File: config.mk
export PLATFORM = sky130hd
export DESIGN_NAME = addsub_result_stage
export DESIGN_NICKNAME = d
export VERILOG_FILES = /design/src/rtl/addsub_result_stage.sv
export SDC_FILE = /design/constraint.sdc
export NUM_CORES = 1
export LEC_CHECK = 0
export ABC_AREA = 1
export CAP_MARGIN = 20
export CELL_PAD_IN_SITES_DETAIL_PLACEMENT = 0
export CELL_PAD_IN_SITES_GLOBAL_PLACEMENT = 1
export CORE_UTILIZATION = 40
export DETAILED_ROUTE_END_ITERATION = 8
export HOLD_SLACK_MARGIN = 0.1
export PLACE_DENSITY = 0.82
export SLEW_MARGIN = 30
export SYNTH_ARGS = -nofsm -noshare
export SYNTH_HDL_FRONTEND = slang
export SYNTH_SLANG_ARGS = --single-unit
export TNS_END_PERCENT = 20
File: constraint.sdc
create_clock -name clk -period 10.8 [get_ports clk]
set_clock_uncertainty 0.1 [all_clocks]
set_input_delay 1.62 -clock clk [delete_from_list [all_inputs] [get_ports clk]]
set_output_delay 1.62 -clock clk [all_outputs]
set_load 0.005 [all_outputs]
File: src/rtl/addsub_result_stage.sv
// addsub_result_stage: registered flag/result stage behind the 64-bit adder/subtractor.
// Two-entry skid buffer on a valid/ready handshake. Optional signed saturation: ADDSUB_SAT_EN.
`default_nettype none

// +----------------------------------------------------------------------+
// | Module   : addsub_result_stage                                       |
// | Purpose  : Z/N/C/V derivation, optional saturation, skid-buffered    |
// |            output handshake, saturating overflow event counter       |
// | Revision : 1.0                                                       |
// +----------------------------------------------------------------------+
module addsub_result_stage #(
    parameter int W     = 64,
    parameter int CNT_W = 16
) (
    input  logic             clk,
    input  logic             rst,
    input  logic             in_valid,
    output logic             in_ready,
    input  logic [W-1:0]     in_s,
    input  logic             in_cout,
    input  logic             in_a_msb,
    input  logic             in_b_msb,
    input  logic             in_sub,
    output logic             out_valid,
    input  logic             out_ready,
    output logic [W-1:0]     out_s,
    output logic [3:0]       out_flags,
    output logic [CNT_W-1:0] ovf_cnt,
    input  logic             ovf_clr
);

    // State bits are {main_full, skid_full}; 2'b01 cannot occur.
    typedef enum logic [1:0] {
        ST_EMPTY = 2'b00,
        ST_ONE   = 2'b10,
        ST_TWO   = 2'b11
    } state_t;

    localparam logic [CNT_W-1:0] CNT_MAX = '1;

    state_t             state_q;
    logic [W-1:0]       main_s_q;
    logic [3:0]         main_f_q;
    logic [W-1:0]       skid_s_q;
    logic [3:0]         skid_f_q;
    logic [CNT_W-1:0]   cnt_q;
    logic [CNT_W-1:0]   cnt_d;

    logic               w_b_eff;
    logic               w_v;
    logic [W-1:0]       w_res;
    logic [3:0]         w_flags;
    logic               w_in_xfer;
    logic               w_drain;

    assign w_b_eff = in_b_msb ^ in_sub;
    assign w_v     = (in_a_msb == w_b_eff) & (in_s[W-1] != in_a_msb);

`ifdef ADDSUB_SAT_EN
    // Clamp toward the sign of operand a: positive overflow -> max, negative -> min.
    assign w_res = w_v ? {in_a_msb, {(W-1){~in_a_msb}}} : in_s;
`else
    assign w_res = in_s;
`endif

    assign w_flags   = {w_v, in_cout, w_res[W-1], (w_res == '0)};

    // Both handshake signals decode straight from state register bits.
    assign in_ready  = ~state_q[0];
    assign out_valid = state_q[1];
    assign out_s     = main_s_q;
    assign out_flags = main_f_q;
    assign ovf_cnt   = cnt_q;

    assign w_in_xfer = in_valid & in_ready;
    assign w_drain   = out_valid & out_ready;

    always_ff @(posedge clk or posedge rst) begin
        if (rst) begin
            state_q  <= ST_EMPTY;
            main_s_q <= '0;
            main_f_q <= 4'b0000;
            skid_s_q <= '0;
            skid_f_q <= 4'b0000;
        end else begin
            case (state_q)
                ST_EMPTY: begin
                    if (w_in_xfer) begin
                        main_s_q <= w_res;
                        main_f_q <= w_flags;
                        state_q  <= ST_ONE;
                    end
                end
                ST_ONE: begin
                    if (w_in_xfer && w_drain) begin
                        main_s_q <= w_res;
                        main_f_q <= w_flags;
                    end else if (w_in_xfer) begin
                        skid_s_q <= w_res;
                        skid_f_q <= w_flags;
                        state_q  <= ST_TWO;
                    end else if (w_drain) begin
                        state_q  <= ST_EMPTY;
                    end
                end
                ST_TWO: begin
                    if (w_drain) begin
                        main_s_q <= skid_s_q;
                        main_f_q <= skid_f_q;
                        state_q  <= ST_ONE;
                    end
                end
                default: state_q <= ST_EMPTY;
            endcase
        end
    end

    // Clear wins over a coincident increment; the count sticks at all-ones.
    always_comb begin
        cnt_d = cnt_q;
        if (ovf_clr) begin
            cnt_d = '0;
        end else if (w_in_xfer && w_v && (cnt_q != CNT_MAX)) begin
            cnt_d = cnt_q + CNT_W'(1);
        end
    end

    always_ff @(posedge clk or posedge rst) begin
        if (rst) begin
            cnt_q <= '0;
        end else begin
            cnt_q <= cnt_d;
        end
    end

endmodule

`default_nettype wire
**Word level (Yosys, flattened, before mapping)**

Cells that the tools add are included.

- Add/sub/neg operators: 1
- Eq/ne operators: 10
- Reductions and logical operators: 10
- Bitwise logic cells: 6
- Multiplexer cells: 16

Operator list:

| kind | number |
|---|---|
| 64-bit two-way mux | 3 |
| 64-bit case mux with 3 select lines | 1 |
| 64-bit zero test | 1 |
| 16-bit two-way mux | 2 |
| 16-bit by 1-bit adder with 16-bit output (second input constant) | 1 |
| 16-bit != test (second input constant) | 1 |
| 4-bit two-way mux | 3 |
| 4-bit case mux with 3 select lines | 1 |
| 2-bit two-way mux | 5 |
| 2-bit != test (second input constant) | 4 |
| 4-bit AND reduction | 2 |
| 2-bit case mux with 3 select lines | 1 |
| 2-bit == test (second input constant) | 2 |
| 1-bit bitwise AND | 3 |
| 1-bit logical AND | 3 |
| 3-bit != test (second input constant) | 1 |
| 3-bit AND reduction | 1 |
| 3-bit nonzero test | 1 |
| 2-bit zero test | 1 |
| 1-bit inverter | 2 |
| 2-bit nonzero test | 1 |
| 1-bit == test | 1 |
| 1-bit != test | 1 |
| 1-bit bitwise XOR | 1 |

- Register bits: 154
- Input bits: 73
- Logic and storage cells: 49
- Output and inout port bits: 86

**Longest topological paths before layout**

- Word-level depth: 7
- Mapped depth: 11
- Gate-level depth less buffers: 10

**Worst setup path after synthesis**

No wires, ideal clock.

- Path type: input-to-reg
- Start point: input out_ready
- End point: register skid_s_q[12]
- Data required time: 10570 ps
- Buffers on the path: 2
- Data arrival time: 2512 ps
- Library setup time: 130 ps
- Path slack: 8058 ps
- Stages: 8
- Cell sequence: nand2_1 -> nand2_1 -> nor2_4 -> inv_2 -> buf_2 -> buf_2 -> nand2_1 -> o21ai_0

- Longest elaborated chain between the ends: 4

RTL lines:

| what | RTL line | text |
|---|---|---|
| from (decl) | 25 | `input logic out_ready,` |
| 1-bit bitwise AND | 76 | `assign w_drain = out_valid & out_ready;` |
| 1-bit logical AND | 95 | `if (w_in_xfer && w_drain) begin` |
| 1-bit inverter (no source line) | n/a |  |
| 3-bit AND reduction (no source line) | n/a |  |
| to (signal assigned) | 99 | `skid_s_q <= w_res;` |
| to (decl) | 44 | `logic [W-1:0] skid_s_q;` |

No other way between the ends.
A chain may end at the register's enable or synchronous reset.

**Worst setup path after layout**

- Start point: input out_ready
- End point: register skid_s_q[19]

Same word-level chain as after synthesis.

==> results.md <==
- The diode insertion count for antenna repair is 0.
- The count of port buffers added during placement is between 150 and 200.
- The worst path setup slack after routing is 7342 ps.
- The final estimated routing congestion in global placement is slightly below 0.8.
- The startpoint of the tightest hold check path is out_s[37].
- The net count after synthesis is ~1000.
- The growth of design area from synthesis to finish is 31.02%.
- The core region is about 0.018 mm2.
- The endpoint identified for the worst register-to-register timing path is out_s[38].
- For this design the static power due to leakage is around 4.7 nW.
- The total overflow reported by the global router is 0.
- The die covers approximately 0.019 mm2.
- dfrtp_1 takes more of the synthesized area than any other cell.
- The endpoint of the worst hold path is out_s[37].
- The slack of the worst reg-to-reg path is just under 8000 ps.
- Wires add up to around 17000 um.
- For this design the top-level I/O count stands at about 160.
- The number of max-capacitance violations reported is 0.
- The worst hold path stage count is 2.
- The detailed router placed roughly 6200 vias in this run.
- For this design the total switching power over the nets is between 0.9 and 1 mW.
- The worst setup path is of the in2reg kind.
- Summing all multi-input logic gate instances after layout gives 0.002933 mm2.
- Buffers added to address setup during post-CTS repair amount to 0.
- The met2 layer wire length in the routed design is just over 8000 um.
- The slew at the pin closest to its max-slew limit is 816.6 ps.
- The maximum count of clock buffers along a single path is 2.
- The share of total power dissipated in combinational logic is 0.391.
- Using the TritonRoute via totals, the vias-per-cell ratio works out to about 4.6.
- In this run the clock root is driven by a clkbuf_16.
- The die is ~140 um wide.
- The flow ran to the end, and the final reports show no timing, DRC or antenna violations.
- The sequential power share is 0.376.
- The remaining antenna violation count is 0.
- Counting flops and latches in the post-synthesis netlist gives ~150.
- The count of routing violations after the opening detailed-route iteration is between 300 and 400.
- Based on the critical path, the design can be clocked at up to 0.2892 GHz.
- The highest layer touched by signal routing is met4.
- The design internal power is between 1.5 and 2 mW.
- The share of the Yosys chip area taken by registers is 0.5205.
- The wire length of the first global-routing pass is between 20000 and 30000 um.
- The layout filler cell count is 1776.
- Setup violations remaining at the end of the flow were counted as 0.
- After clock tree synthesis, the flow added hold-fix buffers numbering 0.
- The number of clock buffers added by TritonCTS is 17.
- The Yosys step of the flow raised 0 warnings.
- The final hold violation count came to 0.
- The first-pass detailed-route iteration total is 5.
- In this run, post-CTS repair resized a total of 0 instances.
- The max-slew violation count is 0.
- The initial antenna violation count is 0.
- The maximum fanout along the worst path is a little over 90.
- The post-route met1 wirelength is between 8000 and 9000 um.
- In the final layout, the share of cells above drive strength 1 is 0.05022.
- For the worst setup path, the data arrival time is 3620 ps.
- The met3 wire length is between 600 and 700 um.
- STA classifies the critical path startpoint as an input pin.
- The proportion of total power due to net switching is 0.3617.
- The library cell used most frequently in the layout, excluding fill and tap cells, is nand2_1.
- The all-layer global routing usage is 0.1963.
- The synthesized area per cell is around 7.6 um2.
- The top cell types in the final layout, fill and taps aside, are nand2_1, clkdlybuf4s50_1, dfrtp_1.
- The relative slew slack is 0.4556.
- By area the synthesized netlist is led by dfrtp_1, nand2_1, o21ai_0.
- The initial utilization of the core area, before any placement, comes to 0.4068.
- The placed wire-length estimate after detailed placement is about 11000 um.
- The worst path in the final design needs a cycle of about 3500 ps, including I/O delays and setup.
- The share of total power dissipated in the clock network is 0.234.
- The post-route setup TNS is 0 ps.
- The CTS tree is yes.
- The clock drives about 150 sinks.
- The clock tree synthesis step divided the H-tree into 4 levels.
- The net count of the finished layout is between 1000 and 1500.
- The summed instance area of the synthesized netlist is between 0.007 and 0.008 mm2.
- In the final routed layout, each cell accounts on average for 12.88 um.
- The share of synthesized area in the top cell type comes to 0.5205.
- The clock reaches the later pin of the worst-skew pair after ~420 ps.
- The worst register-to-register path has a depth of 9.
- In this run the power density over the cells is about 260 mW/mm2.
- Setup repair after global routing left no endpoint under its margin.
- Prior to clock tree synthesis, the placed netlist has a worst setup slack of between 6000 and 7000 ps.
- At the worst endpoint, the required time is 10960 ps.
- The startpoint identified for the worst register-to-register timing path is state_q[1].
- The number of DRC violations after detailed routing is 0.
- STA classifies the critical path endpoint as a flip-flop.
- The via count of the first global-routing pass came to 5845.
- The die is 137.2 um tall.
- The path type of the worst min-delay path is reg2reg.
- The number of placement rows is 49.
- The final clock period utilization by the worst path is 0.3202.
- The clock transition at the registers of the reported paths is approximately 60 ps.
- The area of all sequential standard cells is approximately 0.0038 mm2.
- The peak ir drop on the vdd network is about 0.00017 V.
- The number of instances in the synthesized netlist is 966.
- The netlist uses 26 different library cells.
- The largest net degree at the start of global routing is 108.
[power groups by stage]
stage | Clock, mW | Combinational (mW) | Sequential, mW
after floorplan | 0 | 0.616 | 0.944
after detailed placement | 0 | 1.00 | 0.957
after global placement | 0 | 0.986 | 0.953
final | 0.590 | 0.987 | 0.949
after global routing | 0.624 | 1.14 | 0.979
after CTS | 0.602 | 1.01 | 0.951
[how the worst max path moves through the flow]
stage | end | start | slack [ps] | cells after the start
after global routing | skid_s_q[27] | out_ready | 7000 | 8
after global placement | skid_s_q[15] | out_ready | 6920 | 8
after detailed placement | skid_s_q[17] | out_ready | 6880 | 8
final | skid_s_q[19] | out_ready | 7340 | 8
after CTS | out_flags[0] | state_q[1] | 7050 | 9
after floorplan | out_flags[0] | rst | 4990 | 1
[critical path, cell delays in order]
cell             delay, ps
clkdlybuf4s50_1        410
nand2_1                120
nand2_1                120
nor2_4                 440
inv_2                  240
buf_4                  420
nand2_1                130
o21ai_0                100
[area by class of cell]
cell class	count	area share
clock inverters	12	0.01307
repair buffers	163	0.1704
inverters	89	0.03541
multi-input cells	679	0.3063
clock buffers	20	0.04769
flip-flops and latches	152	0.3972
well taps	229	0.02992
[cell families after synthesis]
kind of cell / count (synthesis) / share of synthesized area
adders and majority gates: 5 / 0.008560
DFF: 152 / 0.5205
xor gates and xnor gates: 3 / 0.003596
AOI/OAI and AO/OA: 140 / 0.09690
and+or+nand+nor: 531 / 0.2905
buffers and inverters: 135 / 0.07995
[flip-flops by register name, summed over array words and instances (netlist names)]
register	flops
state_q	2
out_s	63
out_flags	4
skid_f_q	4
skid_s_q	63
ovf_cnt	16
[cell usage after synthesis, drive strengths merged]
cell,n
clkbuf,21
nand3,14
a21oi,1
nand4,17
o21bai,2
nand3b,1
o21ai,135
buf,25
nor3,2
ha,5
o22ai,2
nor2,66
nand2,426
xor2,3
or2,4
dfrtp,152
and2,1
inv,89
[through the flow]
stage               cells  power (mW)  area (um2)  hold slack (ps)  utilization
floorplan             966       1.560        7308            352.9            -
global placement     1311       1.939        8974            363.2       0.4995
detailed placement   1311       1.961        8974            363.7       0.4995
CTS                  1343       2.565        9555            381.6       0.5319
global route         1344       2.747        9575            400.3       0.5331
finish               1344       2.525        9575            376.7       0.5331
[routing by layer]
layer / track usage / vias up
li1: - / 3266
met2: 0.3190 / 129
met4: 0.05800 / 0
met3: 0.04010 / 18
met1: 0.2638 / 2790
met5: 0 / -
No activity file was read; power rests on OpenSTA's default activity.
